## src/rtl/fifo_if_pkg.sv

```systemverilog
// Shared types and geometry helpers for the FIFO read-port consumers.
// Geometry is validated at elaboration so a bad width pairing never builds.
package fifo_if_pkg;

   typedef enum logic {
      IDLE  = 1'b0,
      SHIFT = 1'b1
   } unpack_state_t;

   function automatic int beats_f(input int in_w, input int out_w);
      return in_w / out_w;
   endfunction

   function automatic int idx_w_f(input int nbeats);
      return (nbeats > 1) ? $clog2(nbeats) : 1;
   endfunction

   function automatic bit geom_ok_f(input int in_w, input int out_w);
      return (out_w > 0) && ((in_w % out_w) == 0) && ((in_w / out_w) >= 2);
   endfunction

endpackage

```

## src/rtl/fifo_unpacker.sv

```systemverilog
// Pops wide words from a FIFO read port and streams them as narrow beats,
// LSB slice first, with a last-beat marker and a completed-word counter.
module fifo_unpacker #(
   parameter int IN_WIDTH  = 32,
   parameter int OUT_WIDTH = 8,
   parameter int CNT_WIDTH = 16
) (
   input  logic                 CLK,
   input  logic                 RST_N,
   input  logic                 CLR,
   input  logic                 EMPTY_N,
   input  logic [IN_WIDTH-1:0]  D_OUT,
   output logic                 DEQ,
   output logic                 OUT_VALID,
   input  logic                 OUT_READY,
   output logic [OUT_WIDTH-1:0] OUT_DATA,
   output logic                 OUT_LAST,
   output logic                 BUSY,
   output logic [CNT_WIDTH-1:0] WORD_CNT
);
   import fifo_if_pkg::*;

   localparam int NBEATS = beats_f(IN_WIDTH, OUT_WIDTH);
   localparam int IDX_W  = idx_w_f(NBEATS);
   localparam logic [IDX_W-1:0] LAST_IDX = IDX_W'(NBEATS - 1);

   generate
      if (!geom_ok_f(IN_WIDTH, OUT_WIDTH)) begin : g_bad_geom
         $error("fifo_unpacker: OUT_WIDTH must divide IN_WIDTH into at least 2 beats");
      end
   endgenerate

   unpack_state_t        state_q, state_d;
   logic [IN_WIDTH-1:0]  hold_q, hold_d;
   logic [IDX_W-1:0]     idx_q, idx_d;
   logic [CNT_WIDTH-1:0] cnt_q, cnt_d;
   logic                 acc, last_acc, deq;

   assign acc      = (state_q == SHIFT) & OUT_READY;
   assign last_acc = acc & (idx_q == LAST_IDX);
   // Popping is allowed only while idle or as the held word's final beat leaves.
   assign deq      = RST_N & EMPTY_N & ~CLR & ((state_q == IDLE) | last_acc);

   always_comb begin
      state_d = state_q;
      hold_d  = hold_q;
      idx_d   = idx_q;
      cnt_d   = cnt_q;
      if (CLR) begin
         state_d = IDLE;
         hold_d  = '0;
         idx_d   = '0;
         cnt_d   = '0;
      end else begin
         if (last_acc) begin
            cnt_d   = cnt_q + 1'b1;
            state_d = IDLE;
            hold_d  = '0;
            idx_d   = '0;
         end else if (acc) begin
            hold_d = hold_q >> OUT_WIDTH;
            idx_d  = idx_q + 1'b1;
         end
         // A pop in the final-beat cycle overrides the return to idle.
         if (deq) begin
            state_d = SHIFT;
            hold_d  = D_OUT;
            idx_d   = '0;
         end
      end
   end

   always_ff @(posedge CLK or negedge RST_N) begin
      if (!RST_N) begin
         state_q <= IDLE;
         hold_q  <= '0;
         idx_q   <= '0;
         cnt_q   <= '0;
      end else begin
         state_q <= state_d;
         hold_q  <= hold_d;
         idx_q   <= idx_d;
         cnt_q   <= cnt_d;
      end
   end

   assign DEQ       = deq;
   assign OUT_VALID = (state_q == SHIFT);
   assign OUT_DATA  = hold_q[OUT_WIDTH-1:0];
   assign OUT_LAST  = (idx_q == LAST_IDX);
   assign BUSY      = (state_q == SHIFT);
   assign WORD_CNT  = cnt_q;

endmodule
```

## config.mk

```make
export PLATFORM = sky130hd
export DESIGN_NAME = fifo_unpacker
export DESIGN_NICKNAME = d
export VERILOG_FILES = /design/src/rtl/fifo_if_pkg.sv /design/src/rtl/fifo_unpacker.sv
export SDC_FILE = /design/constraint.sdc
export NUM_CORES = 1
export LEC_CHECK = 0
export CAP_MARGIN = 20
export CORE_ASPECT_RATIO = 1.4
export CORE_MARGIN = 8
export CORE_UTILIZATION = 46
export CTS_BUF_LIST = sky130_fd_sc_hd__clkbuf_16
export DETAILED_ROUTE_END_ITERATION = 7
export MAX_ROUTING_LAYER = met4
export PLACE_DENSITY = 0.82
export SLEW_MARGIN = 5
export SYNTH_ARGS = -nofsm -noshare
export SYNTH_HDL_FRONTEND = slang
export SYNTH_SLANG_ARGS = --single-unit
```

## constraint.sdc

```tcl
create_clock -name CLK -period 2.2 [get_ports CLK]
set_input_delay 0.22 -clock CLK [delete_from_list [all_inputs] [get_ports CLK]]
set_output_delay 0.22 -clock CLK [all_outputs]
set_load 0.01 [all_outputs]
```

==> results of run 1 <==
[final cells by class]
cell class                 count  share of cell area (%)
tap                           68                    2.56
multi-input combinational    159                    31.3
timing repair buffer          72                    21.3
clock buffer                   5                    3.77
sequential                    51                    38.4
inverter                      11                    1.24
clock inverter                 3                    1.39
[where the power goes]
| part | switching (mW) | internal, mW |
|---|---|---|
| logic | 0.130 | 0.144 |
| registers | 0.0345 | 0.989 |
| clock network | 0.337 | 0.540 |
[stage by stage]
stage / instances / instance area [um2] / hold slack (ps)
5_1_grt: 369 / 3320 / 133
3_5_place_dp: 361 / 3150 / 419
6_report: 369 / 3320 / 65.0
3_3_place_gp: 361 / 3150 / 424
4_1_cts: 369 / 3320 / 111
2_1_floorplan: 246 / 2510 / -75.6
[cells in the mapped netlist, types with 2 or more instances]
| cell | n |
|---|---|
| xor2_1 | 8 |
| nand2_1 | 21 |
| ha_1 | 2 |
| a22o_1 | 19 |
| and4_1 | 2 |
| nor2_1 | 23 |
| buf_2 | 6 |
| or3_1 | 2 |
| or3_2 | 3 |
| buf_6 | 3 |
| and3_1 | 2 |
| nand3_1 | 6 |
| inv_1 | 11 |
| mux2i_1 | 13 |
| dfrtp_1 | 51 |
| clkbuf_1 | 6 |
| a21oi_1 | 22 |
| buf_4 | 9 |
| a22oi_1 | 13 |
| o21ai_0 | 5 |
| nand4_1 | 6 |
[state kept, by name, indices dropped and copies added (netlist names)]
signal	flops
WORD_CNT	16
BUSY	1
hold_q	32
idx_q	2
[worst paths after layout]
| kind | startpoint | endpoint | slack, ps | depth (start not counted) |
|---|---|---|---|---|
| min in group CLK | RST_N | BUSY | 300 | 3 |
| worst min register to register | hold_q[28] | hold_q[28] | 500 | 1 |
| worst min-delay path | RST_N | WORD_CNT[8] | 70 | 2 |
| worst max register to register | BUSY | hold_q[7] | 350 | 4 |
| max in group asynchronous | RST_N | idx_q[1] | 1700 | 2 |
| worst max-delay path | idx_q[0] | DEQ | 100 | 4 |
[routing by layer]
metal	track usage, %	wire [um]
met4	6.15	88
met2	25.5	2960
met3	2.68	212
met1	17.6	2450
met5	-	0
[cell usage in the layout, fill, tap and decap left out, types with 2 or more instances in the layout]
| cell type | n |
|---|---|
| clkdlybuf4s50_1 | 63 |
| dfrtp_1 | 51 |
| nor2_1 | 23 |
| a21oi_1 | 22 |
| nand2_1 | 21 |
| a22o_1 | 19 |
| a22oi_1 | 13 |
| mux2i_1 | 13 |
| inv_1 | 11 |
| xor2_1 | 8 |
| buf_4 | 7 |
| nand4_1 | 6 |
| nand3_1 | 6 |
| o21ai_0 | 5 |
| clkbuf_16 | 5 |
| or3_2 | 3 |
| and4_1 | 2 |
| and3_1 | 2 |
| or3_1 | 2 |
| ha_1 | 2 |
[worst register-to-register path: cells and delay by family (launching register included)]
kind	cells	cell delay [ps]
AOI/OAI and AO/OA	2	330
DFF	1	500
and+or+nand+nor	2	970
[kinds of logic after synthesis]
family | count (synthesis)
buffers and inverters | 36
multiplexers | 13
XOR/XNOR | 9
flip-flops | 51
AND/OR/NAND/NOR | 73
adder cells (fa/ha/maj) | 2
AO/OA/AOI/OAI | 62
==> impl_metrics.tcl, run 1 <==
set metrics [dict create \
    status "finished, final reports clean" \
    antenna_cells 0 \
    cts_tree "built" \
    synth_nets 285 \
    synth_compound_area_share_pct 17.4 \
    p_total_mw 2.17 \
    clock_skew_ps 5.65 \
    ctsHoldBuffers 0 \
    cts_resized 0 \
    core_area_um2 5410 \
    fin_tns_setup_ps 0 \
    multi_input_area_um2 1040 \
    routed-via-count 1982 \
    synth-simple-area-share_pct 14.6 \
    worstMarginPinSlew_ps 808 \
    synth_area_leaders "dfrtp_1 51%, a22o_1 6.6%, mux2i_1 5.2%, a21oi_1 4.4%, a22oi_1 3.9%" \
    synth_top_family_by_area "compound AO/OA/AOI/OAI gates" \
    worstSetupEndpointType "primary output" \
    wl_um 5720 \
    max_slew_margin_pct 45.9 \
    fp-row-count 32 \
    setup_slack_ps 102 \
    io_pins 65 \
    start_util_pct 46.5 \
    synthMuxAreaShare_pct 5.18 \
    clockBufferDepth 2 \
    ctsHtreeMaxLevel 2 \
    cts.sink_count 51 \
    n_fill_cell 450 \
    slowest_stage "clkdlybuf4s50_1" \
    yosysTopAreaCell "dfrtp_1" \
    syn_inst 246 \
    grt_pass1_wl_um 9640 \
    synth_ff_type "dfrtp_1" \
    utilization_pct 61.4 \
    hold_viol 0 \
    synth.cell_area_um2 2510 \
    die-area_um2 8120 \
    place_ws_ps 207 \
    wl_per_cell_um 15.5 \
    critPathTopFamily "buffers and inverters" \
    worst_path_largest_cell_delay_ps 600 \
    cts_buffers 5 \
    synth-xor-area-share_pct 3.14 \
    fin_crit_sh_pct 95.4 \
    grtUsageTotal_pct 15.2 \
    synth_warnings 0 \
    worstPathArrival_ps 1880 \
    finish.net_count 339 \
    synthAdderAreaFrac_pct 0.996 \
    cp-start-kind "register" \
    slew_viol_final 0 \
    worst_ep_required_time_ps 1980 \
    max_clock_freq_ghz 0.477 \
    area_delta_synth_final_pct 32.1 \
    syn_avg_cell_area_um2 10.2 \
    cts.clk_slew.worst_paths_ps 70 \
    seq_area_frac_synth_pct 50.8 \
    ys_seq_elements 51 \
    worstPathCellList "ha_1 -> nand2_1 -> a211oi_4 -> clkdlybuf4s50_1" \
    grt_max_degree 52 \
    synth_cell_types 34 \
    antenna_found_initial 0 \
    clockRootBuffer "clkbuf_16" \
    first_pass_iters 4 \
    critical_path_class "register to primary output" \
    drt-initial-drc-count 149 \
    die_h_um 103 \
    cp_max_fo 2 \
    post_cts_buffers 0 \
    crit_buf_inv 1 \
    io_buffer_count 64 \
    dpl.hpwl_um 4060 \
    leakage_nw 1.45 \
    min_period_ps 2100 \
    drc 0 \
    powerDensity_nw_per_um2 655 \
    die_w_um 78.5 \
    yosysTopAreaCellShare_pct 50.8 \
    clk-insertion-delay-late_ps 290 \
    gp_congestion 0.810 \
    synth_edf_count 0 \
    worst_ir_drop_vdd_uv 418 \
    grt_setup_unrepaired "no" \
    max_cap_viol_count 0 \
    min_path_type "input pin to async pin" \
    drive_above_1_share_pct 8.64 \
    setup_violations 0 \
    gr-total-overflow 0 \
    postRouteAntennaNets 0 \
    postSynth.asyncResetShare_pct 100 \
    via_per_inst 5.37 \
    grt_pass1_vias 2095 \
    regArea_um2 1280 \
]
No activity file was read; power rests on OpenSTA's default activity.
==> run 2: changes to the inputs <==
Settings changed: CORE_UTILIZATION 46 to 45, CTS_CLUSTER_SIZE set to 28, PLACE_DENSITY 0.82 to 0.81.
==> run 2 against run 1 <==
Net effect:
- cell area fell by 0.38%
- clock skew fell by 3.1 ps
- highest routed layer unchanged
- non-clock buffer count did not move
- largest power group unchanged
- flip-flop and latch count did not move
==> impl_metrics.tcl, run 2 (synthesis gave the netlist of run 1 again) <==
set metrics [dict create \
    min_period_ps 1910 \
    slew_viol_final 0 \
    drive_above_1_share_pct 8.64 \
    clock_skew_ps 2.58 \
    gp_congestion 0.754 \
    critical_path_class "register to primary output" \
    grt_pass1_vias 2152 \
    core_area_um2 5450 \
    antenna_found_initial 0 \
    wl_per_cell_um 15.8 \
    postRouteAntennaNets 0 \
    worst_ir_drop_vdd_uv 427 \
    cts.sink_count 51 \
    cp_max_fo 5 \
    n_fill_cell 475 \
    max_cap_viol_count 0 \
    clk-insertion-delay-late_ps 290 \
    p_total_mw 2.19 \
    io_pins 65 \
    fin_tns_setup_ps 0 \
    cts.clk_slew.worst_paths_ps 70 \
    routed-via-count 1996 \
    first_pass_iters 4 \
    worstSetupEndpointType "primary output" \
    largest_reg_flops 32 \
    max_slew_margin_pct 49.4 \
    worstPathCellList "ha_1 -> nand2_1 -> a211oi_4 -> dlygate4sd2_1" \
    fin_crit_sh_pct 86.7 \
    antenna_cells 0 \
    die_w_um 79.2 \
    area_delta_synth_final_pct 31.6 \
    gr-total-overflow 0 \
    worstMarginPinSlew_ps 756 \
    die_h_um 104 \
    grtUsageTotal_pct 15.2 \
    dpl.hpwl_um 4130 \
    leakage_nw 1.45 \
    wl_um 5850 \
    via_per_inst 5.41 \
    min_path_type "input pin to async pin" \
    hold_viol 0 \
    clockBufferDepth 2 \
    drt-initial-drc-count 123 \
    grt_setup_unrepaired "no" \
    drc 0 \
    worstPathArrival_ps 1690 \
    status "finished, final reports clean" \
    final_cell_mix "62 x clkdlybuf4s50_1, 51 x dfrtp_1, 23 x nor2_1, 22 x a21oi_1, 21 x nand2_1" \
    final_cells 369 \
    regArea_um2 1280 \
    die-area_um2 8270 \
    fp-row-count 32 \
    io_buffer_count 64 \
    worst_path_largest_cell_delay_ps 380 \
    cp-start-kind "register" \
    worst_hold_slack_ps 71.6 \
    powerDensity_nw_per_um2 662 \
    start_util_pct 46.2 \
    max_clock_freq_ghz 0.524 \
    multi_input_area_um2 1040 \
    setup_violations 0 \
    ctsHtreeMaxLevel 2 \
    dp.cells 361 \
    cts_buffers 5 \
    grt_max_degree 52 \
    cts_tree "built" \
    finish.net_count 339 \
    worst_ep_required_time_ps 1980 \
    slowest_stage "dfrtp_1" \
    top_register "hold_q" \
    clockRootBuffer "clkbuf_16" \
    final_common_cell "clkdlybuf4s50_1" \
    grt_pass1_wl_um 10100 \
]
==> run 2: changes by cell type in the layout (fill, tap and decap cells not counted), sizes merged <==
| cell | before | now |
|---|---|---|
| clkdlybuf4s50 | 63 | 62 |
| clkinv | 0 | 1 |
| clkinvlp | 1 | 0 |
| dlygate4sd2 | 0 | 1 |
==> run 2: final cells by class <==
| type | count | share of cell area, % |
|---|---|---|
| clock buffer | 5 | 3.78 |
| inverter | 11 | 1.25 |
| timing repair buffer | 72 | 21.0 |
| tap | 68 | 2.57 |
| clock inverter | 3 | 1.44 |
| sequential | 51 | 38.6 |
| multi-input combinational | 159 | 31.4 |
==> run 2: per-stage QoR <==
stage               area [um2]  util [%]  setup WS [ps]
floorplan                 2510         -            439
finish                    3310      60.8            293
CTS                       3310      60.8            274
global route              3310      60.8            202
detailed placement        3140      57.6            236
global placement          3140      57.6            274
==> run 2: worst paths after layout <==
| path | start | to | slack (ps) | depth (start not counted) |
|---|---|---|---|---|
| max | idx_q[0] | DEQ | 290 | 4 |
| min | RST_N | WORD_CNT[6] | 70 | 2 |
| max reg2reg | idx_q[0] | hold_q[17] | 320 | 6 |
| min reg2reg | hold_q[31] | hold_q[31] | 500 | 1 |
| max in group asynchronous | RST_N | hold_q[13] | 1710 | 2 |
| min in group CLK | RST_N | BUSY | 300 | 3 |
==> run 2: critical path, delay by kind of cell, from the launching register on <==
kind                       cells  cell delay [ps]
and+or+nand+nor                1              130
AOI/OAI and AO/OA              1              320
DFF                            1              380
adders and majority gates      1              250
buffers and inverters          1              310
==> run 2: timing repair <==
action | 4_1_cts | 5_1_grt
setup endpoints to repair | 1 | 0
setup buffers | 0 | 0
gates resized for setup | 1 | 0
hold buffers | 0 | 0
hold endpoints to repair | 0 | 0
==> run 2: metal layers <==
layer | track usage, % | part of all wire, % | vias up
li1 | - | - | 967
met1 | 16.7 | 40 | 957
met2 | 26.0 | 53 | 61
met3 | 2.85 | 4.2 | 11
met4 | 5.98 | 2.4 | 0
met5 | - | 0 | -
==> run 2: report_power, final <==
part           total [mW]  switching (mW)  internal [mW]
combinational       0.273           0.131          0.142
sequential           1.02          0.0333          0.989
clock               0.896           0.353          0.543
total                2.19           0.517           1.67
==> run 3: changes to the inputs <==
Settings changed: CORE_UTILIZATION 45 to 40, HOLD_SLACK_MARGIN set to 0.15, PLACE_DENSITY 0.81 to 0.74.
==> run 3 against run 2 <==
Net effect:
- sequential power about the same
- first-iteration DRC count decreased by 2.4%
- fmax up 0.11%
- via count fell by 1.0%
- flip-flop and latch count unchanged
- largest power group unchanged
- highest routed layer unchanged
==> impl_metrics.tcl, run 3 (synthesis gave the netlist of run 1 again) <==
set metrics [dict create \
    cts_tree "built" \
    post_cts_buffers 0 \
    final_common_cell "clkdlybuf4s50_1" \
    clockPowerShare_pct 39.7 \
    grtUsageTotal_pct 12.6 \
    start_util_pct 40.8 \
    top_register "hold_q" \
    antenna_found_initial 0 \
    design_area_um2 3320 \
    dpl_cell_area_um2 3140 \
    clockBufferDepth 2 \
    setup_violations 0 \
    core_area_um2 6170 \
    clock_skew_ps 3.73 \
    worstPathArrival_ps 2070 \
    gr-total-overflow 0 \
    grt_setup_unrepaired "no" \
    gp_congestion 0.759 \
    seq_power_share_pct 47.7 \
    io_buffer_count 64 \
    first_pass_iters 4 \
    leakage_nw 1.46 \
    combPwrFrac_pct 12.6 \
    wl_per_cell_um 15.2 \
    io_pins 65 \
    fin_tns_setup_ps 0 \
    final_cell_mix "62 x clkdlybuf4s50_1, 51 x dfrtp_1, 23 x nor2_1, 22 x a21oi_1, 21 x nand2_1" \
    grt_pass1_wl_um 9220 \
    grt_max_degree 34 \
    largest_reg_flops 32 \
    setup_slack_ps 295 \
    drc 0 \
    critical_path_class "register to register" \
    routed.top_layer "met4" \
    slew_viol_final 0 \
    drive_above_1_share_pct 8.31 \
    die_w_um 83.0 \
    min_path_type "register to register" \
    grt_pass1_vias 1857 \
    max_clock_freq_ghz 0.525 \
    die-area_um2 9110 \
    worst_ep_required_time_ps 2370 \
    dr_wl_met3_um 314 \
    hold_viol 0 \
    cts.sink_count 51 \
    worst_ir_drop_vdd_uv 393 \
    cts.clk_slew.worst_paths_ps 60 \
    cp-start-kind "register" \
    via_per_inst 5.30 \
    ctsHtreeMaxLevel 2 \
    wl_um 5690 \
    min_period_ps 1900 \
    worstSetupEndpointType "register" \
    max_cap_viol_count 0 \
    intPower_mw 1.66 \
    place_ws_ps 216 \
    final_cells 373 \
    drt-initial-drc-count 120 \
    postRouteAntennaNets 0 \
    power.switching_uw 480 \
    fin_crit_sh_pct 86.6 \
    fp-row-count 34 \
    cts_buffers 5 \
    dpl.hpwl_um 4210 \
    area_delta_synth_final_pct 32.0 \
    wl_met1_um 2450 \
    antenna_cells 0 \
    cp_max_fo 33 \
    finish.net_count 340 \
    routed-via-count 1976 \
    worstMarginPinSlew_ps 705 \
    met2_length_um 2820 \
    powerDensity_nw_per_um2 646 \
    clk-insertion-delay-late_ps 280 \
    reg2reg_slack_ps 300 \
    p_sw_share_pct 22.4 \
    die_h_um 110 \
    clockRootBuffer "clkbuf_16" \
    max_slew_margin_pct 52.8 \
    dp.cells 365 \
    status "finished, final reports clean" \
]
## run 3: worst paths after layout
kind / startpoint / cells after the start / endpoint
min in group asynchronous: RST_N / 3 / WORD_CNT[4]
max in group asynchronous: RST_N / 3 / hold_q[8]
worst max-delay path: idx_q[0] / 6 / hold_q[0]
worst min-delay path: idx_q[0] / 1 / idx_q[0]
worst max register to register: idx_q[0] / 6 / hold_q[0]
worst min register to register: idx_q[0] / 1 / idx_q[0]
## run 3: layout make-up
cell class / count / area [um2]
Clock inverter: 2 / 37.5
Sequential cell: 51 / 1280
Inverter: 11 / 41.3
Tap cell: 72 / 90.1
Fill cell: 561 / 2850
Multi-Input combinational cell: 159 / 1040
Clock buffer: 5 / 125
Timing Repair Buffer: 73 / 708
## run 3: per-stage QoR
stage / power (mW) / hold slack [ps] / utilization (%)
global placement: 1.30 / 284 / 50.9
CTS: 2.16 / 490 / 53.7
floorplan: 1.18 / -75.6 / -
finish: 2.14 / 483 / 53.8
detailed placement: 1.31 / 286 / 50.9
global route: 2.24 / 513 / 53.8
## run 3: worst max-delay path: stages, from the launching register on
cell      delay [ps]
dfrtp_1          370
ha_1             250
nand2_1          130
a211oi_4         260
buf_4            410
mux2i_1          130
a22o_1           220
## run 3: power by group through the flow
stage / clock network [mW] / registers [mW] / logic [mW]
finish: 0.851 / 1.02 / 0.269
global route: 0.908 / 1.03 / 0.300
CTS: 0.864 / 1.02 / 0.275
detailed placement: 0 / 1.04 / 0.272
floorplan: 0 / 1.03 / 0.153
global placement: 0 / 1.04 / 0.267
## run 3: repair_timing
action,4_1_cts,5_1_grt
hold buffers,1,0
setup endpoints to repair,0,1
resized for setup,0,1
hold endpoints to repair,51,0
## run 3: layer usage
metal / GRT usage [%] / vias up
met3: 3.19 / 9
met2: 19.5 / 54
met5: - / -
met4: 5.04 / 0
li1: - / 963
met1: 15.5 / 950
